$ cat src/rtl/vga_timing_gen_if.sv
// Display-side and pixel-request signals of vga_timing_gen.
// master = timing generator, slave = frame-buffer reader / display.
interface vga_timing_gen_if #(
    parameter int DW = 24,
    parameter int CW = 12
);
    logic          run;
    logic [DW-1:0] pix_data;
    logic          tpg_sel;
    logic          lcd_dclk;
    logic          lcd_hs;
    logic          lcd_vs;
    logic          lcd_de;
    logic [DW-1:0] lcd_rgb;
    logic          pix_req;
    logic [CW-1:0] pix_x;
    logic [CW-1:0] pix_y;
    logic          line_start;
    logic          frame_start;
    logic          busy;

    modport master (
        input  run, pix_data, tpg_sel,
        output lcd_dclk, lcd_hs, lcd_vs, lcd_de, lcd_rgb,
        output pix_req, pix_x, pix_y, line_start, frame_start, busy
    );

    modport slave (
        output run, pix_data, tpg_sel,
        input  lcd_dclk, lcd_hs, lcd_vs, lcd_de, lcd_rgb,
        input  pix_req, pix_x, pix_y, line_start, frame_start, busy
    );
endinterface

$ cat src/rtl/vga_timing_gen.sv
// Parametrised VGA/LCD timing generator with AHEAD-clock pixel requests and frame-boundary stop.
// Optional VGA_TPG_EN builds an 8-bar colour test pattern selected by tpg_sel.
module vga_timing_gen #(
    parameter int H_SYNC  = 96,
    parameter int H_BACK  = 48,
    parameter int H_DISP  = 640,
    parameter int H_FRONT = 16,
    parameter int H_TOTAL = 800,
    parameter int V_SYNC  = 2,
    parameter int V_BACK  = 33,
    parameter int V_DISP  = 480,
    parameter int V_FRONT = 10,
    parameter int V_TOTAL = 525,
    parameter int AHEAD   = 1,
    parameter bit HS_POL  = 1'b0,
    parameter bit VS_POL  = 1'b0,
    parameter int DW      = 24,
    parameter int CW      = 12
) (
    input  logic             clk,
    input  logic             rst,
    vga_timing_gen_if.master bus
);
    if (H_SYNC + H_BACK + H_DISP + H_FRONT != H_TOTAL) begin : g_bad_h
        $error("vga_timing_gen: horizontal terms do not sum to H_TOTAL");
    end
    if (V_SYNC + V_BACK + V_DISP + V_FRONT != V_TOTAL) begin : g_bad_v
        $error("vga_timing_gen: vertical terms do not sum to V_TOTAL");
    end
    if (AHEAD < 1 || AHEAD > H_SYNC + H_BACK) begin : g_bad_ahead
        $error("vga_timing_gen: AHEAD outside 1..H_SYNC+H_BACK");
    end

    localparam logic [CW-1:0] H_LAST   = CW'(H_TOTAL - 1);
    localparam logic [CW-1:0] V_LAST   = CW'(V_TOTAL - 1);
    localparam logic [CW-1:0] HS_END   = CW'(H_SYNC);
    localparam logic [CW-1:0] VS_END   = CW'(V_SYNC);
    localparam logic [CW-1:0] H_DE_BEG = CW'(H_SYNC + H_BACK);
    localparam logic [CW-1:0] H_DE_END = CW'(H_SYNC + H_BACK + H_DISP);
    localparam logic [CW-1:0] V_DE_BEG = CW'(V_SYNC + V_BACK);
    localparam logic [CW-1:0] V_DE_END = CW'(V_SYNC + V_BACK + V_DISP);
    localparam logic [CW-1:0] H_RQ_BEG = CW'(H_SYNC + H_BACK - AHEAD);
    localparam logic [CW-1:0] H_RQ_END = CW'(H_SYNC + H_BACK + H_DISP - AHEAD);

    typedef enum logic {
        IDLE,
        ACTIVE
    } state_t;

    state_t        state, state_nxt;
    logic [CW-1:0] h_cnt, v_cnt, h_nxt, v_nxt;
    logic          h_wrap, v_wrap;

    always_ff @(posedge clk or posedge rst) begin
        if (rst) begin
            state <= IDLE;
            h_cnt <= '0;
            v_cnt <= '0;
        end else begin
            state <= state_nxt;
            h_cnt <= h_nxt;
            v_cnt <= v_nxt;
        end
    end

    // Stop is only honoured on the last clock of a frame, so frames are never truncated.
    always_comb begin
        state_nxt = state;
        h_nxt     = '0;
        v_nxt     = '0;
        h_wrap    = (h_cnt == H_LAST);
        v_wrap    = (v_cnt == V_LAST);
        case (state)
            IDLE: begin
                if (bus.run) state_nxt = ACTIVE;
            end
            ACTIVE: begin
                h_nxt = h_wrap ? '0 : h_cnt + CW'(1);
                v_nxt = v_cnt;
                if (h_wrap) v_nxt = v_wrap ? '0 : v_cnt + CW'(1);
                if (h_wrap && v_wrap && !bus.run) state_nxt = IDLE;
            end
            default: state_nxt = IDLE;
        endcase
    end

    logic act, hs_raw, vs_raw, v_win, de_raw, req_raw;

    assign act     = (state == ACTIVE);
    assign hs_raw  = act && (h_cnt < HS_END);
    assign vs_raw  = act && (v_cnt < VS_END);
    assign v_win   = (v_cnt >= V_DE_BEG) && (v_cnt < V_DE_END);
    assign de_raw  = act && v_win && (h_cnt >= H_DE_BEG) && (h_cnt < H_DE_END);
    assign req_raw = act && v_win && (h_cnt >= H_RQ_BEG) && (h_cnt < H_RQ_END);

    assign bus.pix_req = req_raw;
    assign bus.pix_x   = req_raw ? h_cnt - H_RQ_BEG : '0;
    assign bus.pix_y   = req_raw ? v_cnt - V_DE_BEG : '0;

    logic [DW-1:0] rgb_src;

`ifdef VGA_TPG_EN
    localparam int            FW      = DW / 3;
    localparam int            BAR_W   = (H_DISP / 8 > 0) ? H_DISP / 8 : 1;
    localparam logic [CW-1:0] BAR_DIV = CW'(BAR_W);

    logic [CW-1:0] de_x, bar_q;
    logic [2:0]    bar;
    logic [DW-1:0] tpg_rgb;

    // Bar index to {R,G,B}: 0 white ... 7 black in standard colour-bar order.
    always_comb begin
        de_x    = h_cnt - H_DE_BEG;
        bar_q   = de_x / BAR_DIV;
        bar     = (bar_q > CW'(7)) ? 3'd7 : bar_q[2:0];
        tpg_rgb = '0;
        tpg_rgb[3*FW-1 -: FW] = {FW{~bar[1]}};
        tpg_rgb[2*FW-1 -: FW] = {FW{~bar[2]}};
        tpg_rgb[FW-1   -: FW] = {FW{~bar[0]}};
    end

    assign rgb_src = bus.tpg_sel ? tpg_rgb : bus.pix_data;
`else
    logic unused_tpg_sel;

    assign unused_tpg_sel = bus.tpg_sel;
    assign rgb_src        = bus.pix_data;
`endif

    logic          hs_q, vs_q, de_q, ls_q, fs_q, busy_q;
    logic [DW-1:0] rgb_q;

    always_ff @(posedge clk or posedge rst) begin
        if (rst) begin
            hs_q   <= ~HS_POL;
            vs_q   <= ~VS_POL;
            de_q   <= 1'b0;
            rgb_q  <= '0;
            ls_q   <= 1'b0;
            fs_q   <= 1'b0;
            busy_q <= 1'b0;
        end else begin
            hs_q   <= hs_raw ^ ~HS_POL;
            vs_q   <= vs_raw ^ ~VS_POL;
            de_q   <= de_raw;
            rgb_q  <= de_raw ? rgb_src : '0;
            ls_q   <= act && (h_cnt == '0);
            fs_q   <= act && (h_cnt == '0) && (v_cnt == '0);
            busy_q <= act;
        end
    end

    assign bus.lcd_dclk    = ~clk;
    assign bus.lcd_hs      = hs_q;
    assign bus.lcd_vs      = vs_q;
    assign bus.lcd_de      = de_q;
    assign bus.lcd_rgb     = rgb_q;
    assign bus.line_start  = ls_q;
    assign bus.frame_start = fs_q;
    assign bus.busy        = busy_q;
endmodule
$ cat src/flat_wrapper.sv
// flat-port wrapper written by rule: the top's interface ports become plain ports
module vga_timing_gen_flat 
#(
    parameter int H_SYNC  = 96,
    parameter int H_BACK  = 48,
    parameter int H_DISP  = 640,
    parameter int H_FRONT = 16,
    parameter int H_TOTAL = 800,
    parameter int V_SYNC  = 2,
    parameter int V_BACK  = 33,
    parameter int V_DISP  = 480,
    parameter int V_FRONT = 10,
    parameter int V_TOTAL = 525,
    parameter int AHEAD   = 1,
    parameter bit HS_POL  = 1'b0,
    parameter bit VS_POL  = 1'b0,
    parameter int DW      = 24,
    parameter int CW      = 12
)
  (clk, rst, bus_run, bus_pix_data, bus_tpg_sel, bus_lcd_dclk, bus_lcd_hs, bus_lcd_vs, bus_lcd_de, bus_lcd_rgb, bus_pix_req, bus_pix_x, bus_pix_y, bus_line_start, bus_frame_start, bus_busy);
  vga_timing_gen_if #(.DW(DW), .CW(CW)) bus_i ();
  input  logic clk;
  input  logic rst;
  input wire logic [$bits(bus_i.run)-1:0] bus_run;
  input wire logic [$bits(bus_i.pix_data)-1:0] bus_pix_data;
  input wire logic [$bits(bus_i.tpg_sel)-1:0] bus_tpg_sel;
  output wire logic [$bits(bus_i.lcd_dclk)-1:0] bus_lcd_dclk;
  output wire logic [$bits(bus_i.lcd_hs)-1:0] bus_lcd_hs;
  output wire logic [$bits(bus_i.lcd_vs)-1:0] bus_lcd_vs;
  output wire logic [$bits(bus_i.lcd_de)-1:0] bus_lcd_de;
  output wire logic [$bits(bus_i.lcd_rgb)-1:0] bus_lcd_rgb;
  output wire logic [$bits(bus_i.pix_req)-1:0] bus_pix_req;
  output wire logic [$bits(bus_i.pix_x)-1:0] bus_pix_x;
  output wire logic [$bits(bus_i.pix_y)-1:0] bus_pix_y;
  output wire logic [$bits(bus_i.line_start)-1:0] bus_line_start;
  output wire logic [$bits(bus_i.frame_start)-1:0] bus_frame_start;
  output wire logic [$bits(bus_i.busy)-1:0] bus_busy;
  assign bus_i.run = bus_run;
  assign bus_i.pix_data = bus_pix_data;
  assign bus_i.tpg_sel = bus_tpg_sel;
  assign bus_lcd_dclk = bus_i.lcd_dclk;
  assign bus_lcd_hs = bus_i.lcd_hs;
  assign bus_lcd_vs = bus_i.lcd_vs;
  assign bus_lcd_de = bus_i.lcd_de;
  assign bus_lcd_rgb = bus_i.lcd_rgb;
  assign bus_pix_req = bus_i.pix_req;
  assign bus_pix_x = bus_i.pix_x;
  assign bus_pix_y = bus_i.pix_y;
  assign bus_line_start = bus_i.line_start;
  assign bus_frame_start = bus_i.frame_start;
  assign bus_busy = bus_i.busy;
  vga_timing_gen #(.H_SYNC(H_SYNC), .H_BACK(H_BACK), .H_DISP(H_DISP), .H_FRONT(H_FRONT), .H_TOTAL(H_TOTAL), .V_SYNC(V_SYNC), .V_BACK(V_BACK), .V_DISP(V_DISP), .V_FRONT(V_FRONT), .V_TOTAL(V_TOTAL), .AHEAD(AHEAD), .HS_POL(HS_POL), .VS_POL(VS_POL), .DW(DW), .CW(CW)) u_core (.clk(clk), .rst(rst), .bus(bus_i));
endmodule
$ cat config.mk
export PLATFORM = sky130hd
export DESIGN_NAME = vga_timing_gen_flat
export DESIGN_NICKNAME = d
export VERILOG_FILES = /design/src/rtl/vga_timing_gen_if.sv /design/src/rtl/vga_timing_gen.sv /design/src/flat_wrapper.sv
export SDC_FILE = /design/constraint.sdc
export NUM_CORES = 1
export LEC_CHECK = 0
export CORE_MARGIN = 1.5
export CORE_UTILIZATION = 48
export CTS_CLUSTER_SIZE = 28
export DETAILED_ROUTE_END_ITERATION = 10
export PLACE_DENSITY = 0.8
export SETUP_SLACK_MARGIN = 0.1
export SLEW_MARGIN = 20
export SYNTH_ARGS = -nofsm -noshare
export SYNTH_HDL_FRONTEND = slang
export SYNTH_SLANG_ARGS = --single-unit
$ cat constraint.sdc
create_clock -name clk -period 3.4 [get_ports clk]
set_clock_uncertainty 0.05 [all_clocks]
set_input_delay 0.85 -clock clk [delete_from_list [all_inputs] [get_ports clk]]
set_output_delay 0.85 -clock clk [all_outputs]
set_load 0.03 [all_outputs]
### Yosys cells after proc, flatten, opt, wreduce, memory -nomap -nowiden

Cells that the tools add are included.

| storage, ports and cells | value |
|---|---|
| flip-flop bits (word level) | 55 |
| latch bits | 0 |
| RAM bits | 0 |
| memory bits (read-only) | 0 |
| input port bits | 28 |
| output and inout bits | 56 |
| word-level logic and storage cells | 55 |
| memories | 0 |

| cells by class | value |
|---|---|
| add/sub/neg operators | 4 |
| multipliers | 0 |
| div/mod/pow operators | 0 |
| order comparisons | 8 |
| equal/unequal tests | 3 |
| shift operators | 0 |
| mux-type cells | 11 |
| bitwise logic cells | 4 |
| reduce and logical (&&, ||, !) cells | 15 |

Operator list:

| cell | count |
|---|---|
| 2-to-1 mux 12 bit | 7 |
| < comparator 12 x 10 -> 1 bit, second input constant | 3 |
| adder 12 x 1 -> 12 bit, second input constant | 2 |
| == test 12 x 10 -> 1 bit, second input constant | 2 |
| >= comparator 12 x 8 -> 1 bit, second input constant | 2 |
| logical NOT 12 bit | 2 |
| 2-to-1 mux 24 bit | 1 |
| >= comparator 12 x 6 -> 1 bit, second input constant | 1 |
| logical AND 1 bit | 12 |
| < comparator 12 x 2 -> 1 bit, second input constant | 1 |
| < comparator 12 x 7 -> 1 bit, second input constant | 1 |
| subtractor 12 x 6 -> 12 bit, second input constant | 1 |
| subtractor 12 x 8 -> 12 bit, second input constant | 1 |
| inverter 1 bit | 4 |
| 2-to-1 mux 1 bit | 2 |
| != test 2 bit, second input constant | 1 |
| one-hot mux 1 bit (2 select lines) | 1 |
| logical NOT 1 bit | 1 |

### Logic depth before layout (Yosys ltp)

| depth | value |
|---|---|
| depth after elaboration | 6 |
| gate-level depth with buffers | 6 |
| gate-level depth less buffers | 5 |

==> flow_metrics.tcl <==
set metrics [dict create \
    outcome "completed" \
    dr.pass1.iters 6 \
    die-area_um2 6604 \
    area_delta_synth_final_pct 38.21 \
    ys_async_sr_fraction_pct 100.0 \
    ant_nets 0 \
    grt_pass1_vias 2347 \
    min_path_cells 1 \
    die_w_um 81.27 \
    rr_worst_depth 6 \
    met1_length_um 2962 \
    cts_tree "built" \
    end_kind "primary output" \
    ys_ff_latch 55 \
    worst_pin_slew_ps 933.4 \
    hp-class "reg2reg" \
    min_from "u_core.h_cnt[0]" \
    crit_fanout 5 \
    hold_viol_final 0 \
    power.total_mw 1.661 \
    leakage_nw 1.779 \
    worst-r2r-setup-slack_ps 990 \
    routed-via-count 2654 \
    tns_ps 0 \
    rsz0062_at_grt "true" \
    layout_setup_ws_ps 51.93 \
    dr.max_layer_used "met4" \
    max_slew_margin_pct 37.31 \
    grt_max_degree 36 \
    clkTransAtPathRegs_ps 100 \
    die_h_um 81.27 \
    cts_root_buf "clkbuf_8" \
    first_iter_violations 128 \
    coreArea_um2 5921 \
    syn_area_um2 2940 \
    grt_pass1_wl_um 11220 \
    row_count 28 \
    synthTopCellsByArea "dfrtp_1, and2_1, nor3_1, xnor2_1, nor2_1" \
    yosys_warnings 0 \
    avgSynthCellArea_um2 9.578 \
    max_freq_ghz 0.2987 \
    rr_startpoint "u_core.h_cnt[6]" \
    htreeDepth 2 \
    fin_nets 431 \
    reg2reg_to "u_core.v_cnt[5]" \
    post-route-period-util_pct 98.47 \
    synth_top_area_share_pct 45.11 \
    worstSkewPairLatency_ps 320 \
    seq_area_frac_synth_pct 46.89 \
    final-setup-viol-count 0 \
    synthFlopType "dfrtp_1" \
    layout_min_cycle_time_ps 3348 \
    io_buffers 80 \
    drv_cap 0 \
    hold_buffers 0 \
    multi_input_area_um2 1435 \
    synth_cells 307 \
    drt-total-wl_um 7368 \
    cts-buffers-inserted 5 \
    worst_hold_path.endpoint "u_core.h_cnt[0]" \
    path_class "reg2out" \
    wl_per_cell_um 15.51 \
    regArea_um2 1386 \
    start_kind "flop" \
    grt_use_total_pct 22.28 \
    final_common_cell "clkdlybuf4s50_1" \
    cp_data_arrival_time_ps 2450 \
    fill_cells 461 \
    irDropWorstVdd_mv 0.2840 \
    num_io_pins 84 \
    powerDensity_nw_per_um2 408.7 \
    grt_overflow 0 \
    met3_length_um 599 \
    routed_via_density 5.587 \
    drive_above_1_share_pct 21.00 \
    layout_common_cells "clkdlybuf4s50_1, dfrtp_1, buf_4, and2_1, nor3_1" \
    required_ps 2500 \
    antenna_found_initial 0 \
    maxSlewViolCount 0 \
    wl_met2_um 3669 \
    synth_top_cell_by_area "dfrtp_1" \
    dp_cells 460 \
    synth_edf_count 0 \
    netlist-cell-type-count 47 \
    layout.cells.non_filler 475 \
    antenna_cells 0 \
    start_util_pct 49.66 \
    drc_errors 0 \
    place.gp.congestion 0.8798 \
    dp_slack_ps 124.3 \
    max-clock-path-buffers 2 \
    place_hpwl_um 5005 \
]
==> critical path, cell delays in order (launching register included) <==
cell and delay [ps]:
dfrtp_2 460, or4_4 520, or4_4 440, o22ai_4 200, buf_12 160, clkbuf_16 130
nor3_1 50, buf_4 170
==> synth_stat cells (3+ instances only) <==
master / count
buf_2: 6
xor2_1: 4
nor4_2: 3
o22ai_1: 3
nor2_1: 19
ha_1: 4
inv_1: 17
nand4_1: 7
or4_1: 3
nor3_1: 26
nand3_1: 13
nand2b_1: 5
o21ai_0: 9
clkbuf_1: 12
and4_1: 3
xnor2_1: 13
a31oi_1: 9
a211oi_1: 3
or3_1: 5
and2_1: 27
nand2_1: 12
nor4_1: 4
buf_6: 3
dfrtp_1: 53
a21boi_0: 7
a21oi_1: 9
==> layout make-up <==
| cell class | count | share of cell area, % |
|---|---|---|
| Timing Repair Buffer | 107 | 24.42 |
| Tap cell | 75 | 2.309 |
| Clock inverter | 3 | 0.4618 |
| Clock buffer | 7 | 1.909 |
| Sequential cell | 55 | 34.11 |
| Inverter | 16 | 1.478 |
| Multi-Input combinational cell | 212 | 35.31 |
==> cell families (layout without fill, tap and decap cells) <==
kind of cell    Yosys count  in the layout  share of synthesized area, %
mux                       1              1                        0.3404
xor+xnor                 17             17                         5.064
fa+ha+maj                 4              4                         1.702
buf+inv                  41            133                         6.510
flops                    55             55                         46.89
other cells               1              2                        0.1275
simple gates            138            138                         26.94
compound gates           50             50                         12.43
==> report_power, final <==
part	internal, mW	switching [mW]
Sequential	0.704	0.0813
Clock	0.159	0.264
Combinational	0.213	0.239
==> per-stage QoR <==
step                      utilization [%]  instance area, um^2  hold slack (ps)
final                               68.64                 4064            481.2
after global routing                68.64                 4064            491.8
after CTS                           67.10                 3973            529.2
after detailed placement            64.65                 3827            505.8
after global placement              64.65                 3827            503.9
after floorplan                         -                 2944            298.7
==> flip-flops by register name (all words and copies together) (netlist names) <==
register	count
u_core.bus.lcd_rgb	24
u_core.h_cnt	12
u_core.v_cnt	12
u_core.act	1
u_core.bus.busy	1
u_core.bus.frame_start	1
u_core.bus.lcd_de	1
u_core.bus.lcd_hs	1
u_core.bus.lcd_vs	1
u_core.bus.line_start	1
==> timing repair <==
item,in CTS,in global routing
buffers inserted,2,3
pin swaps,1,0
gates resized for setup,24,13
gates cloned,0,2
endpoints found under the setup margin,24,23
==> worst max path at each step <==
stage | startpoint | endpoint | cells after the start
2_1_floorplan | u_core.v_cnt[0] | bus_pix_x[7] | 5
3_3_place_gp | clk | bus_lcd_dclk | 2
3_5_place_dp | clk | bus_lcd_dclk | 2
4_1_cts | clk | bus_lcd_dclk | 4
5_1_grt | u_core.h_cnt[6] | bus_pix_x[1] | 7
6_report | u_core.h_cnt[6] | bus_pix_y[5] | 7
==> layer usage <==
metal | global-route usage (%) | vias to the layer above
met5 | 0 | -
met4 | 6.379 | 0
li1 | - | 1260
met3 | 4.831 | 19
met1 | 28.94 | 1238
met2 | 37.27 | 137
Note: power is estimated with default switching activity, not from simulation.
